--- src/rtl/ktc16_pkg.sv ---
// Shared definitions for the ktc16 console block: register map, STATUS bit
// positions and the serial transmitter state encoding.
package ktc16_pkg;

  // Register byte offsets from the console base address
  localparam logic [15:0] CON_DATA   = 16'd0;
  localparam logic [15:0] CON_EXIT   = 16'd4;
  localparam logic [15:0] CON_STATUS = 16'd8;

  // STATUS register bit positions
  localparam int ST_DONE      = 0;
  localparam int ST_PASS      = 1;
  localparam int ST_BUSY      = 2;
  localparam int ST_EMPTY     = 3;
  localparam int ST_FULL      = 4;
  localparam int ST_OVERFLOW  = 5;
  localparam int ST_COUNT_LSB = 8;

  // Write-one-to-clear bit for overflow in a STATUS store
  localparam int ST_CLR_OVF   = 5;

  // Serial transmitter states
  typedef enum logic [1:0] {
    TX_IDLE  = 2'd0,
    TX_START = 2'd1,
    TX_DATA  = 2'd2,
    TX_STOP  = 2'd3
  } con_tx_state_t;

endpackage

--- src/rtl/ktc16_console_sync_fifo.sv ---
// Small synchronous FIFO. A push while full and a pop while empty are
// ignored; fullness is judged on the pre-edge count, so a push into a full
// FIFO is rejected even if a pop happens on the same edge.
module sync_fifo #(
  parameter int WIDTH = 8,
  parameter int DEPTH = 8
) (
  input  logic                     clk,
  input  logic                     reset,
  input  logic                     push,
  input  logic [WIDTH-1:0]         din,
  input  logic                     pop,
  output logic [WIDTH-1:0]         dout,
  output logic                     full,
  output logic                     empty,
  output logic [$clog2(DEPTH):0]   count
);

  localparam int AW = $clog2(DEPTH);

  logic [WIDTH-1:0] mem_r [DEPTH];
  logic [AW-1:0]    wr_ptr_r;
  logic [AW-1:0]    rd_ptr_r;
  logic [AW:0]      count_r;
  logic             push_ok_s;
  logic             pop_ok_s;

  assign full      = (count_r == (AW+1)'(DEPTH));
  assign empty     = (count_r == (AW+1)'(0));
  assign count     = count_r;
  assign dout      = mem_r[rd_ptr_r];
  assign push_ok_s = push && !full;
  assign pop_ok_s  = pop && !empty;

  // Storage array; contents need no reset because the pointers define validity
  always_ff @(posedge clk) begin
    if (push_ok_s) begin
      mem_r[wr_ptr_r] <= din;
    end
  end

  // Pointers and occupancy; reset flushes the queue
  always_ff @(posedge clk) begin
    if (reset) begin
      wr_ptr_r <= AW'(0);
      rd_ptr_r <= AW'(0);
      count_r  <= (AW+1)'(0);
    end else begin
      if (push_ok_s) begin
        wr_ptr_r <= wr_ptr_r + AW'(1);
      end
      if (pop_ok_s) begin
        rd_ptr_r <= rd_ptr_r + AW'(1);
      end
      case ({push_ok_s, pop_ok_s})
        2'b10:   count_r <= count_r + (AW+1)'(1);
        2'b01:   count_r <= count_r - (AW+1)'(1);
        default: count_r <= count_r;
      endcase
    end
  end

endmodule

--- src/rtl/ktc16_console.sv ---
// Memory-mapped console: DATA stores queue characters for an 8N1 serial
// transmitter, EXIT latches the program's result code, STATUS reports
// progress. Reads are combinational so the top level can mux them like ram.
module ktc16_console
  import ktc16_pkg::*;
#(
  parameter logic [15:0] BASE_ADDR    = 16'd80,
  parameter int          CLKS_PER_BIT = 16,
  parameter int          FIFO_DEPTH   = 8,
  parameter logic [15:0] PASS_CODE    = 16'd7
) (
  input  logic        clk,
  input  logic        reset,
  input  logic        memwrite,
  input  logic [15:0] addr,
  input  logic [15:0] wd,
  output logic [31:0] rd,
  output logic        sel,
  output logic        tx,
  output logic        done,
  output logic        pass
);

  localparam int BW = $clog2(CLKS_PER_BIT);
  localparam int CW = $clog2(FIFO_DEPTH) + 1;
  localparam logic [BW-1:0] BAUD_MAX  = BW'(CLKS_PER_BIT - 1);
  localparam logic [15:0]   ADDR_DATA = BASE_ADDR + CON_DATA;
  localparam logic [15:0]   ADDR_EXIT = BASE_ADDR + CON_EXIT;
  localparam logic [15:0]   ADDR_STAT = BASE_ADDR + CON_STATUS;

  logic          hit_data_s, hit_exit_s, hit_stat_s;
  logic          wr_data_s, wr_exit_s, wr_stat_s;
  logic [15:0]   code_r;
  logic          done_r, pass_r, overflow_r;
  logic [7:0]    fifo_dout_s;
  logic          fifo_full_s, fifo_empty_s, pop_s;
  logic [CW-1:0] fifo_count_s;
  logic [3:0]    count4_s;
  logic [31:0]   status_s;

  con_tx_state_t state_r;
  logic [BW-1:0] baud_r;
  logic [2:0]    bit_r;
  logic [7:0]    shift_r;
  logic          tx_r;
  logic          baud_end_s;
  logic          tx_busy_s;

  assign hit_data_s = (addr == ADDR_DATA);
  assign hit_exit_s = (addr == ADDR_EXIT);
  assign hit_stat_s = (addr == ADDR_STAT);
  assign sel        = hit_data_s || hit_exit_s || hit_stat_s;
  assign wr_data_s  = memwrite && hit_data_s;
  assign wr_exit_s  = memwrite && hit_exit_s;
  assign wr_stat_s  = memwrite && hit_stat_s;

  assign baud_end_s = (baud_r == BAUD_MAX);
  assign tx_busy_s  = (state_r != TX_IDLE);
  assign count4_s   = 4'(fifo_count_s);

  assign tx   = tx_r;
  assign done = done_r;
  assign pass = pass_r;

  sync_fifo #(
    .WIDTH (8),
    .DEPTH (FIFO_DEPTH)
  ) u_fifo (
    .clk   (clk),
    .reset (reset),
    .push  (wr_data_s),
    .din   (wd[7:0]),
    .pop   (pop_s),
    .dout  (fifo_dout_s),
    .full  (fifo_full_s),
    .empty (fifo_empty_s),
    .count (fifo_count_s)
  );

  // Exit code capture; pass is registered alongside so it is valid with done
  always_ff @(posedge clk) begin
    if (reset) begin
      code_r <= 16'd0;
      done_r <= 1'b0;
      pass_r <= 1'b0;
    end else if (wr_exit_s) begin
      code_r <= wd;
      done_r <= 1'b1;
      pass_r <= (wd == PASS_CODE);
    end
  end

  // Sticky overflow: set by a dropped character, cleared by a STATUS store
  always_ff @(posedge clk) begin
    if (reset) begin
      overflow_r <= 1'b0;
    end else if (wr_data_s && fifo_full_s) begin
      overflow_r <= 1'b1;
    end else if (wr_stat_s && wd[ST_CLR_OVF]) begin
      overflow_r <= 1'b0;
    end
  end

  // STATUS word assembly
  always_comb begin
    status_s                      = 32'd0;
    status_s[ST_DONE]             = done_r;
    status_s[ST_PASS]             = pass_r;
    status_s[ST_BUSY]             = tx_busy_s;
    status_s[ST_EMPTY]            = fifo_empty_s;
    status_s[ST_FULL]             = fifo_full_s;
    status_s[ST_OVERFLOW]         = overflow_r;
    status_s[ST_COUNT_LSB +: 4]   = count4_s;
  end

  // Read mux; DATA and unselected addresses read as zero
  always_comb begin
    rd = 32'd0;
    if (hit_exit_s) begin
      rd = {16'd0, code_r};
    end else if (hit_stat_s) begin
      rd = status_s;
    end else begin
      rd = 32'd0;
    end
  end

  // FIFO pop request: from IDLE, or at the last STOP cycle for gapless frames
  always_comb begin
    pop_s = 1'b0;
    case (state_r)
      TX_IDLE: pop_s = !fifo_empty_s;
      TX_STOP: pop_s = baud_end_s && !fifo_empty_s;
      default: pop_s = 1'b0;
    endcase
  end

  // 8N1 transmitter; tx is registered and changes on the state transitions
  always_ff @(posedge clk) begin
    if (reset) begin
      state_r <= TX_IDLE;
      baud_r  <= BW'(0);
      bit_r   <= 3'd0;
      shift_r <= 8'd0;
      tx_r    <= 1'b1;
    end else begin
      case (state_r)
        TX_IDLE: begin
          baud_r <= BW'(0);
          if (pop_s) begin
            shift_r <= fifo_dout_s;
            bit_r   <= 3'd0;
            state_r <= TX_START;
            tx_r    <= 1'b0;
          end else begin
            tx_r    <= 1'b1;
          end
        end
        TX_START: begin
          if (baud_end_s) begin
            baud_r  <= BW'(0);
            state_r <= TX_DATA;
            tx_r    <= shift_r[0];
          end else begin
            baud_r  <= baud_r + BW'(1);
          end
        end
        TX_DATA: begin
          if (baud_end_s) begin
            baud_r <= BW'(0);
            if (bit_r == 3'd7) begin
              state_r <= TX_STOP;
              tx_r    <= 1'b1;
            end else begin
              bit_r   <= bit_r + 3'd1;
              shift_r <= {1'b0, shift_r[7:1]};
              tx_r    <= shift_r[1];
            end
          end else begin
            baud_r <= baud_r + BW'(1);
          end
        end
        TX_STOP: begin
          if (baud_end_s) begin
            baud_r <= BW'(0);
            if (pop_s) begin
              shift_r <= fifo_dout_s;
              bit_r   <= 3'd0;
              state_r <= TX_START;
              tx_r    <= 1'b0;
            end else begin
              state_r <= TX_IDLE;
              tx_r    <= 1'b1;
            end
          end else begin
            baud_r <= baud_r + BW'(1);
          end
        end
        default: begin
          state_r <= TX_IDLE;
          baud_r  <= BW'(0);
          tx_r    <= 1'b1;
        end
      endcase
    end
  end

endmodule

--- config.mk ---
export PLATFORM = sky130hd
export DESIGN_NAME = ktc16_console
export DESIGN_NICKNAME = d
export VERILOG_FILES = /design/src/rtl/ktc16_pkg.sv /design/src/rtl/ktc16_console_sync_fifo.sv /design/src/rtl/ktc16_console.sv
export SDC_FILE = /design/constraint.sdc
export NUM_CORES = 1
export LEC_CHECK = 0
export CAP_MARGIN = 10
export CORE_ASPECT_RATIO = 0.75
export CORE_MARGIN = 2
export CORE_UTILIZATION = 54
export DETAILED_ROUTE_END_ITERATION = 8
export GPL_ROUTABILITY_DRIVEN = 0
export PLACE_DENSITY = 0.79
export SLEW_MARGIN = 10
export SYNTH_ARGS = -nofsm -noshare
export SYNTH_HDL_FRONTEND = slang
export SYNTH_SLANG_ARGS = --single-unit
--- constraint.sdc ---
create_clock -name clk -period 4.2 [get_ports clk]
set_input_delay 1.26 -clock clk [delete_from_list [all_inputs] [get_ports clk]]
set_output_delay 1.26 -clock clk [all_outputs]
set_load 0.02 [all_outputs]
-- Word level (Yosys, flattened, before mapping)
Memory sizes are Yosys's and may differ from the RTL's. A register that Yosys moved wholly into a read port is not among the register bits.
Cells that the tools add are included.
- bits in registers: 47
- RAM bits: 64
- output and inout bits: 36
- word-level logic and storage cells: 94
- memories: 1
- add/sub/neg operators: 6
- eq/ne operators: 18
- multiplexer cells: 35
- reduce and logical (&&, ||, !) cells: 22
- memories (memory ; depth ; bits a word ; read ports ; clocked after memory_dff ; wr ports ; line ; text):
    u_fifo.mem_r ; 8 ; 8 ; 1 ; 1 ; 1 ; ktc16_console_sync_fifo.sv:21 ; logic [WIDTH-1:0] mem_r [DEPTH];
- operators with widths (cell ; number):
    $eq 16x7->1 const B ; 3
    $mux 8 ; 4
    $pmux 8 s3 ; 1
    $mux 3 ; 6
    $eq 16x3->1 const B ; 1
    $mux 16 ; 1
    $pmux 4 s2 ; 2
    $mux 12 ; 1
    $mux 1 ; 10
    $mux 2 ; 5
    $ne 2x2->1 const B ; 5
    $add 3x1->3 const B ; 3
    $pmux 3 s3 ; 1
    $add 4x1->4 const B ; 2
    $eq 4x4->1 const B ; 2
    $logic_and 1x1->1 ; 8
    $pmux 2 s4 ; 1
    $eq 2x2->1 const B ; 3
    $reduce_bool 2->1 ; 3
    $reduce_and 5->1 ; 1
    $eq 2x1->1 const B ; 2
    $logic_not 4->1 ; 1
    $mux 4 ; 1
    $pmux 1 s4 ; 1
    other kinds (11) ; 13

-- Longest topological paths before layout
Gate-level depths: netlist of the first run.
- depth in word-level cells: 7
- gate-level depth with buffers: 11
- mapped depth without buffers: 11

-- Hierarchy
Synthesis of the first run repeated with hierarchy kept, for this count alone.
- cells, all modules: 407
- area total of the unflattened synthesis: 5271.3 sq um
- by module, submodules not included (module ; times used ; cells an instance ; area each (sq um) ; seq. area each (sq um)):
    sync_fifo ; 1 ; 167 ; 3151.8 ; 2182.1
    ktc16_console ; 1 ; 240 ; 2119.5 ; 740.7

-- Worst setup path before layout of the first run
No wires, ideal clock.
- kind: input -> output
- start point: input port addr[11]
- end point: output port rd[10]
- arrival: 2.535 ns
- data required time: 2.940 ns
- slack: 0.405 ns
- stages on the path: 6
- cells stage by stage: nor4_1 -> and4_1 -> and3_1 -> buf_2 -> buf_2 -> a22o_1
- cells in the longest elaborated chain, start to end: 3
- elaborated cells between the ends (all ways): 4
- classes of those cells: 2 x eq/ne; 2 x mux
- RTL lines (element ; line ; text):
    from (decl) ; ktc16_console.sv:15 ; input logic [15:0] addr,
    $eq 16x7->1 ; ktc16_console.sv:51 ; assign hit_stat_s = (addr == ADDR_STAT);
    $mux 12 ; ktc16_console.sv:121 ; end else if (hit_stat_s) begin
    $mux 16 * ; ktc16_console.sv:119 ; if (hit_exit_s) begin
    to (decl) ; ktc16_console.sv:17 ; output logic [31:0] rd,
Mark *: on every way between the ends. The rest lies on a longest branch, timed or not.

-- Worst setup path in the final report of the first run
- start point: input port addr[9]
- end point: output port rd[12]
- cells in the longest elaborated chain, start to end: 2
- RTL lines (element ; line ; text):
    $eq 16x7->1 ; ktc16_console.sv:50 ; assign hit_exit_s = (addr == ADDR_EXIT);
    $mux 16 ; ktc16_console.sv:119 ;
No other way between the ends.

==> summary.md, run 1 <==
| Metric | Value |
|---|---|
| TritonCTS Buffers | 17 |
| Routed Antenna Nets | 0 |
| Sw Pwr | 0.000632 W |
| Critical-path cell list | clkdlybuf4s50_1 > nor4_2 > and4_1 > and3_4 > clkbuf_16 > and2_1 > buf_2 |
| Post-synth top area cell | edfxtp_1 |
| Synth async-reset ratio | 0% |
| Max Clk Rate | 242 MHz |
| All-layer global routing usage | 22.9% |
| CP Launch Type | primary input |
| Worst-Skew Late Latency | 410 ps |
| Global-route wire length before repair | 17900 um |
| Req. time, crit path | 2940 ps |
| Worst hold stages | 1 |
| Register area share after synthesis | 56.0% |
| Clk pwr share | 51.4% |
| Congestion Overflow GR | 0 |
| Distinct cells, synth | 56 |
| Worst-path clk slew | 50 ps |
| CTS H-tree lvls | 4 |
| Ys flop type | edfxtp_1 |
| HP Start | baud_r[0] |
| Final Hold Fails | 0 |
| Critical Path Fanout Max | 8 |
| Ys Warns | 0 |
| Chip Width | 118 um |
| Util after Layout | 68.1% |
| Switching share of total power | 22.3% |
| Final setup vio count | 0 |
| Pint | 0.00220 W |
| Vert. Die Dim | 89.1 um |
| Antenna cells | 0 |
| Initial DRC count | 334 |
| Reg2Reg Capture Point | u_fifo.count[2] |
| Flop pwr share | 42.1% |
| EDFF count, synth | 64 |
| Starting density of the core | 54.7% |
| Slew Limit Fails | 0 |
| Synth Area in Compound Gates | 12.4% |
| Core area | 9540 um2 |
| CTS Buffer Depth | 2 |
| Adder-Cell Fraction of Synth Area | 3.36% |
| Slowest cell delay on critical path | 410 ps |
| Tmin final | 4140 ps |
| Relative slew slack | 32.0% |
| DRC viols | 0 |
| P&R area growth vs syn | 24.6% |
| Share of the synthesized area in the top cell type | 36.8% |
| Vias | 3703 |
| WL/cell | 18.7 um |
| DRT Wirelength | 11700 um |
| Commonest cells post-synth | edfxtp_1, dfxtp_1, a21oi_1, nand4_1, o31ai_1 |
| Initial antenna violation count | 0 |
| Yosys reg bits | 114 |
| # Max-Cap Violations | 0 |
| Crit-path slowest cell | clkdlybuf4s50_1 |
| Top post-synthesis cells by area | edfxtp_1, dfxtp_1, mux4_2, ha_1, a21oi_1 |
| Clock Sinks | 114 |
| Setup CP Type | primary input to output pin |
| Vias in the first global route | 3518 |
| Reg-to-Reg Start | state_r[0] |
| Largest net degree at the start of global routing | 39 |
| R2R cell count | 11 |
| Synth Area in XOR/XNOR | 1.18% |
| Reg2reg setup slack | 1420 ps |
| Least-Margin Pin Slew | 1020 ps |
| Combinational family with the most area after synthesis | simple AND/OR/NAND/NOR gates |
| Die area | 10500 um2 |
| Max IR drop VDD | 350 uV |
| Fin crit share | 98.5% |
| Mean post-synth cell area | 12.5 um2 |
| Synth Area in Simple Gates | 12.5% |
| Setup TNS Final | 0 ps |
| Most common cell in the netlist | edfxtp_1 |
| DP HPWL | 7520 um |
| Lkg Pwr | 2.35 nW |
| Critical Path Sink Type | output pin |
| Avg Vias per Cell | 5.92 |
| Hold Path End | baud_r[0] |
| Row cnt | 31 |
| Clock skew | 5.22 ps |
| Share of total power in combinational logic | 6.5% |
| CTS tree | built |
| TritonRoute pass-1 iters | 5 |
| Power per Cell Area | 436 nW/um2 |
| Post-synthesis mux area share | 8.54% |
| Nets | 529 |
| Synth Instances | 419 |
| Share of layout cells above drive strength 1 | 20.3% |
| Worst Path Arrival | 2880 ps |
| # IOs | 71 |
| Hold Crit Class | register to register |
| Netlist Area Pre-Place | 5220 um2 |
| Port Buffers | 54 |
| Status | finished clean |
| Root Driver | clkbuf_16 |
layout by cell type (no fill, tap or decap), types with 9 or more instances in the layout:
master            n
dfxtp_1          50
clkdlybuf4s50_1  32
nand4_1          21
nor2_1           16
ha_1             14
o31ai_1          19
clkbuf_16        19
mux4_2           16
a22o_1           18
and2_1            9
conb_1           16
a21oi_1          34
edfxtp_1         64
inv_1            12
buf_4            25
metal layers:
metal | GRT usage [%] | wire length [um] | vias up
met5 | 0 | 0 | -
met4 | 7.78 | 161 | 0
met3 | 8.35 | 953 | 19
met2 | 36.9 | 5470 | 176
met1 | 29.2 | 5090 | 1794
li1 | - | - | 1714
power by group through the flow:
stage | clock [W] | combinational, W | sequential, W
final | 0.00146 | 0.000185 | 0.00119
after global routing | 0.00152 | 0.000202 | 0.00119
after CTS | 0.00147 | 0.000183 | 0.00119
after detailed placement | 0 | 0.000179 | 0.00122
after global placement | 0 | 0.000174 | 0.00122
after floorplan | 0 | 0.000110 | 0.00122
worst max-delay path by stage:
stage | startpoint | end | depth (start not counted)
2_1_floorplan | addr[11] | rd[10] | 6
3_3_place_gp | addr[6] | rd[3] | 7
3_5_place_dp | addr[6] | rd[4] | 7
4_1_cts | addr[14] | sel | 6
5_1_grt | addr[9] | rd[13] | 7
6_report | addr[9] | rd[12] | 7
registers in the layout (all words and copies together) (netlist names), named ones only:
register,count
u_fifo.mem_r,64
code_r,16
shift_r,8
baud_r,4
u_fifo.count,4
bit_r,3
u_fifo.rd_ptr_r,3
u_fifo.wr_ptr_r,3
state_r,2
done,1
overflow_r,1
pass,1
tx,1
repair_timing:
action                                  4_1_cts  5_1_grt
endpoints found under the setup margin       17       17
pin swaps                                     2        7
resized for setup                            70       22
gates cloned                                  0        1
buffers inserted                              0        0
hold buffers                                  0        0
worst max-delay path, delay by kind of cell:
kind          cells  cell delay, ps
buf+inv           3             720
simple gates      4             900
logic make-up after synthesis:
kind of cell | count (synthesis)
AO/OA/AOI/OAI | 95
buffers and inverters | 59
multiplexers | 24
AND/OR/NAND/NOR | 105
adder cells (fa/ha/maj) | 14
other | 1
XOR/XNOR | 7
flip-flops | 114
through the flow:
step | power (W) | worst slack, ps | std cells | hold slack [ps] | cell area [um2]
final | 0.00283 | 61.3 | 625 | 449 | 6500
after global routing | 0.00292 | -23.6 | 625 | 476 | 6500
after CTS | 0.00285 | 24.6 | 624 | 454 | 6430
after detailed placement | 0.00140 | -456 | 592 | 446 | 5870
after global placement | 0.00139 | -422 | 592 | 437 | 5870
after floorplan | 0.00133 | 405 | 434 | 417 | 5270
area by class of cell:
type | count | area, um2
fillers | 688 | 3040
flip-flops and latches | 114 | 2920
multi-input cells | 261 | 2070
repair buffers | 74 | 691
clock buffers | 21 | 482
well taps | 132 | 165
clock inverters | 11 | 125
inverters | 12 | 45.0
Power figures use the tool's default switching activity.
==> inputs of run 2 (changes only) <==
--- a/config.mk
+++ b/config.mk
@@ -6,12 +6,14 @@
 export NUM_CORES = 1
 export LEC_CHECK = 0
 export CAP_MARGIN = 10
+export CELL_PAD_IN_SITES_DETAIL_PLACEMENT = 0
+export CELL_PAD_IN_SITES_GLOBAL_PLACEMENT = 1
 export CORE_ASPECT_RATIO = 0.75
 export CORE_MARGIN = 2
-export CORE_UTILIZATION = 54
+export CORE_UTILIZATION = 44
 export DETAILED_ROUTE_END_ITERATION = 8
 export GPL_ROUTABILITY_DRIVEN = 0
-export PLACE_DENSITY = 0.79
+export PLACE_DENSITY_LB_ADDON = 0.1
 export SLEW_MARGIN = 10
 export SYNTH_ARGS = -nofsm -noshare
 export SYNTH_HDL_FRONTEND = slang
==> summary.md, run 2 (synthesis gave the netlist of run 1 again) <==
| Metric | Value |
|---|---|
| Status | finished clean |
| DR top layer | met4 |
| Least-Margin Pin Slew | 1020 ps |
| Initial antenna violation count | 0 |
| Setup bufs post-CTS | 0 |
| TritonRoute pass-1 iters | 5 |
| Max FFs per register | 64 |
| Share of total power in combinational logic | 6.6% |
| Req. time, crit path | 2940 ps |
| R2R cell count | 10 |
| Hold Crit Class | register to register |
| Relative slew slack | 31.7% |
| Row cnt | 34 |
| DRT Wirelength | 11700 um |
| Routed Antenna Nets | 0 |
| Final setup vio count | 0 |
| RSZ-0062 raised after global routing | false |
| TritonCTS Buffers | 17 |
| Cell count after placement | 621 |
| DRC viols | 0 |
| Share of layout cells above drive strength 1 | 19.2% |
| Largest net degree at the start of global routing | 35 |
| Slew Limit Fails | 0 |
| All-layer global routing usage | 19.7% |
| Flop pwr share | 43.1% |
| Max Clk Rate | 244 MHz |
| Fin crit share | 97.4% |
| Max IR drop VDD | 313 uV |
| Lkg Pwr | 2.36 nW |
| CTS H-tree lvls | 4 |
| Hold buffers post-CTS | 0 |
| Worst-path clk slew | 50 ps |
| CP Launch Type | primary input |
| Root Driver | clkbuf_16 |
| Filler cell count | 932 |
| # Max-Cap Violations | 0 |
| Clock Sinks | 114 |
| WL met1 | 5620 um |
| Pint | 0.00218 W |
| Tmin final | 4090 ps |
| Total design power | 0.00277 W |
| WL/cell | 17.9 um |
| Commonest non-fill, non-tap cell in the layout | edfxtp_1 |
| Critical Path Sink Type | output pin |
| Global-route wire length before repair | 18900 um |
| Port Buffers | 54 |
| Sw Pwr | 0.000594 W |
| Vias in the first global route | 3577 |
| Critical Path Fanout Max | 8 |
| Final std cells w/o fill | 652 |
| Most frequent cells in the layout | edfxtp_1, dfxtp_1, a21oi_1 |
| Power per Cell Area | 426 nW/um2 |
| Nets | 528 |
| Final WS setup | 107 ps |
| Chip Width | 130 um |
| Largest register by flop count | u_fifo.mem_r |
| Pre-CTS setup slack | -501 ps |
| Vias | 3569 |
| Clk pwr share | 50.4% |
| Largest regs | u_fifo.mem_r x64, code_r x16, shift_r x8 |
| DP HPWL | 7720 um |
| P&R area growth vs syn | 24.9% |
| CTS tree | built |
| Die area | 12800 um2 |
| Final Hold Fails | 0 |
| Setup TNS Final | 0 ps |
| Clock skew | 9.87 ps |
| Core area | 11600 um2 |
| # IOs | 71 |
| Setup CP Type | primary input to output pin |
| Avg Vias per Cell | 5.47 |
| Worst-Skew Late Latency | 410 ps |
| Met3 wire len | 562 um |
| Vert. Die Dim | 98.3 um |
| Congestion Overflow GR | 0 |
| Antenna cells | 0 |
| Initial DRC count | 185 |
| Hold_ws | 450 ps |
| Starting density of the core | 45.1% |
| WL met2 | 5390 um |
| CTS Buffer Depth | 2 |
| Worst hold stages | 1 |
| Switching share of total power | 21.4% |
| Worst Path Arrival | 2830 ps |
==> run 2: cell types whose count changed in the layout (fill, tap and decap cells not counted), sizes merged, moves of 2 or more <==
cell           previous run  this run
clkbuf                   23        20
clkinv                    3         6
inv                      15        12
clkdlybuf4s50            32        30
dlymetal6s2s              5         7
==> run 2: repair_timing <==
item,in CTS,in global routing
setup endpoints to repair,17,17
hold endpoints to repair,0,0
gates resized for setup,72,19
cloned,0,1
pin swaps,1,8
==> run 2: final timing paths <==
check                                       end        from  slack [ps]
worst max-delay path                     rd[15]     addr[6]         110
worst min-delay path                  baud_r[0]   baud_r[0]         450
worst max register to register  u_fifo.count[2]  state_r[0]        1380
worst min register to register        baud_r[0]   baud_r[0]         450
==> run 2: worst max-delay path: stages <==
cell	delay, ps
clkdlybuf4s50_1	480
nor4bb_4	200
and4_1	240
and3_4	230
clkbuf_16	150
and2_1	110
buf_2	160
==> run 2: cell type report <==
cell class	count	area (um2)	area share, %
well taps	162	203	3.11
flip-flops and latches	114	2920	44.9
multi-input cells	261	2070	31.8
inverters	12	45.0	0.691
repair buffers	73	701	10.8
clock inverters	11	140	2.15
clock buffers	19	433	6.64
==> run 2: power groups by stage <==
stage | sequential [W] | clock (W) | combinational [W]
after floorplan | 0.00122 | 0 | 0.000110
after global placement | 0.00122 | 0 | 0.000178
after detailed placement | 0.00122 | 0 | 0.000180
after CTS | 0.00119 | 0.00142 | 0.000183
after global routing | 0.00119 | 0.00148 | 0.000201
final | 0.00119 | 0.00140 | 0.000182
==> run 2: routing by layer <==
| layer | global-route usage, % | vias to the layer above |
|---|---|---|
| li1 | - | 1713 |
| met1 | 27.3 | 1745 |
| met2 | 30.2 | 103 |
| met3 | 4.88 | 8 |
| met4 | 6.95 | 0 |
| met5 | 0 | - |
==> run 2: per-stage QoR <==
stage	area, um2	util [%]
final	6520	56.3
after global routing	6520	56.3
after CTS	6440	55.6
after detailed placement	5910	51.1
after global placement	5910	51.1
after floorplan	5270	-
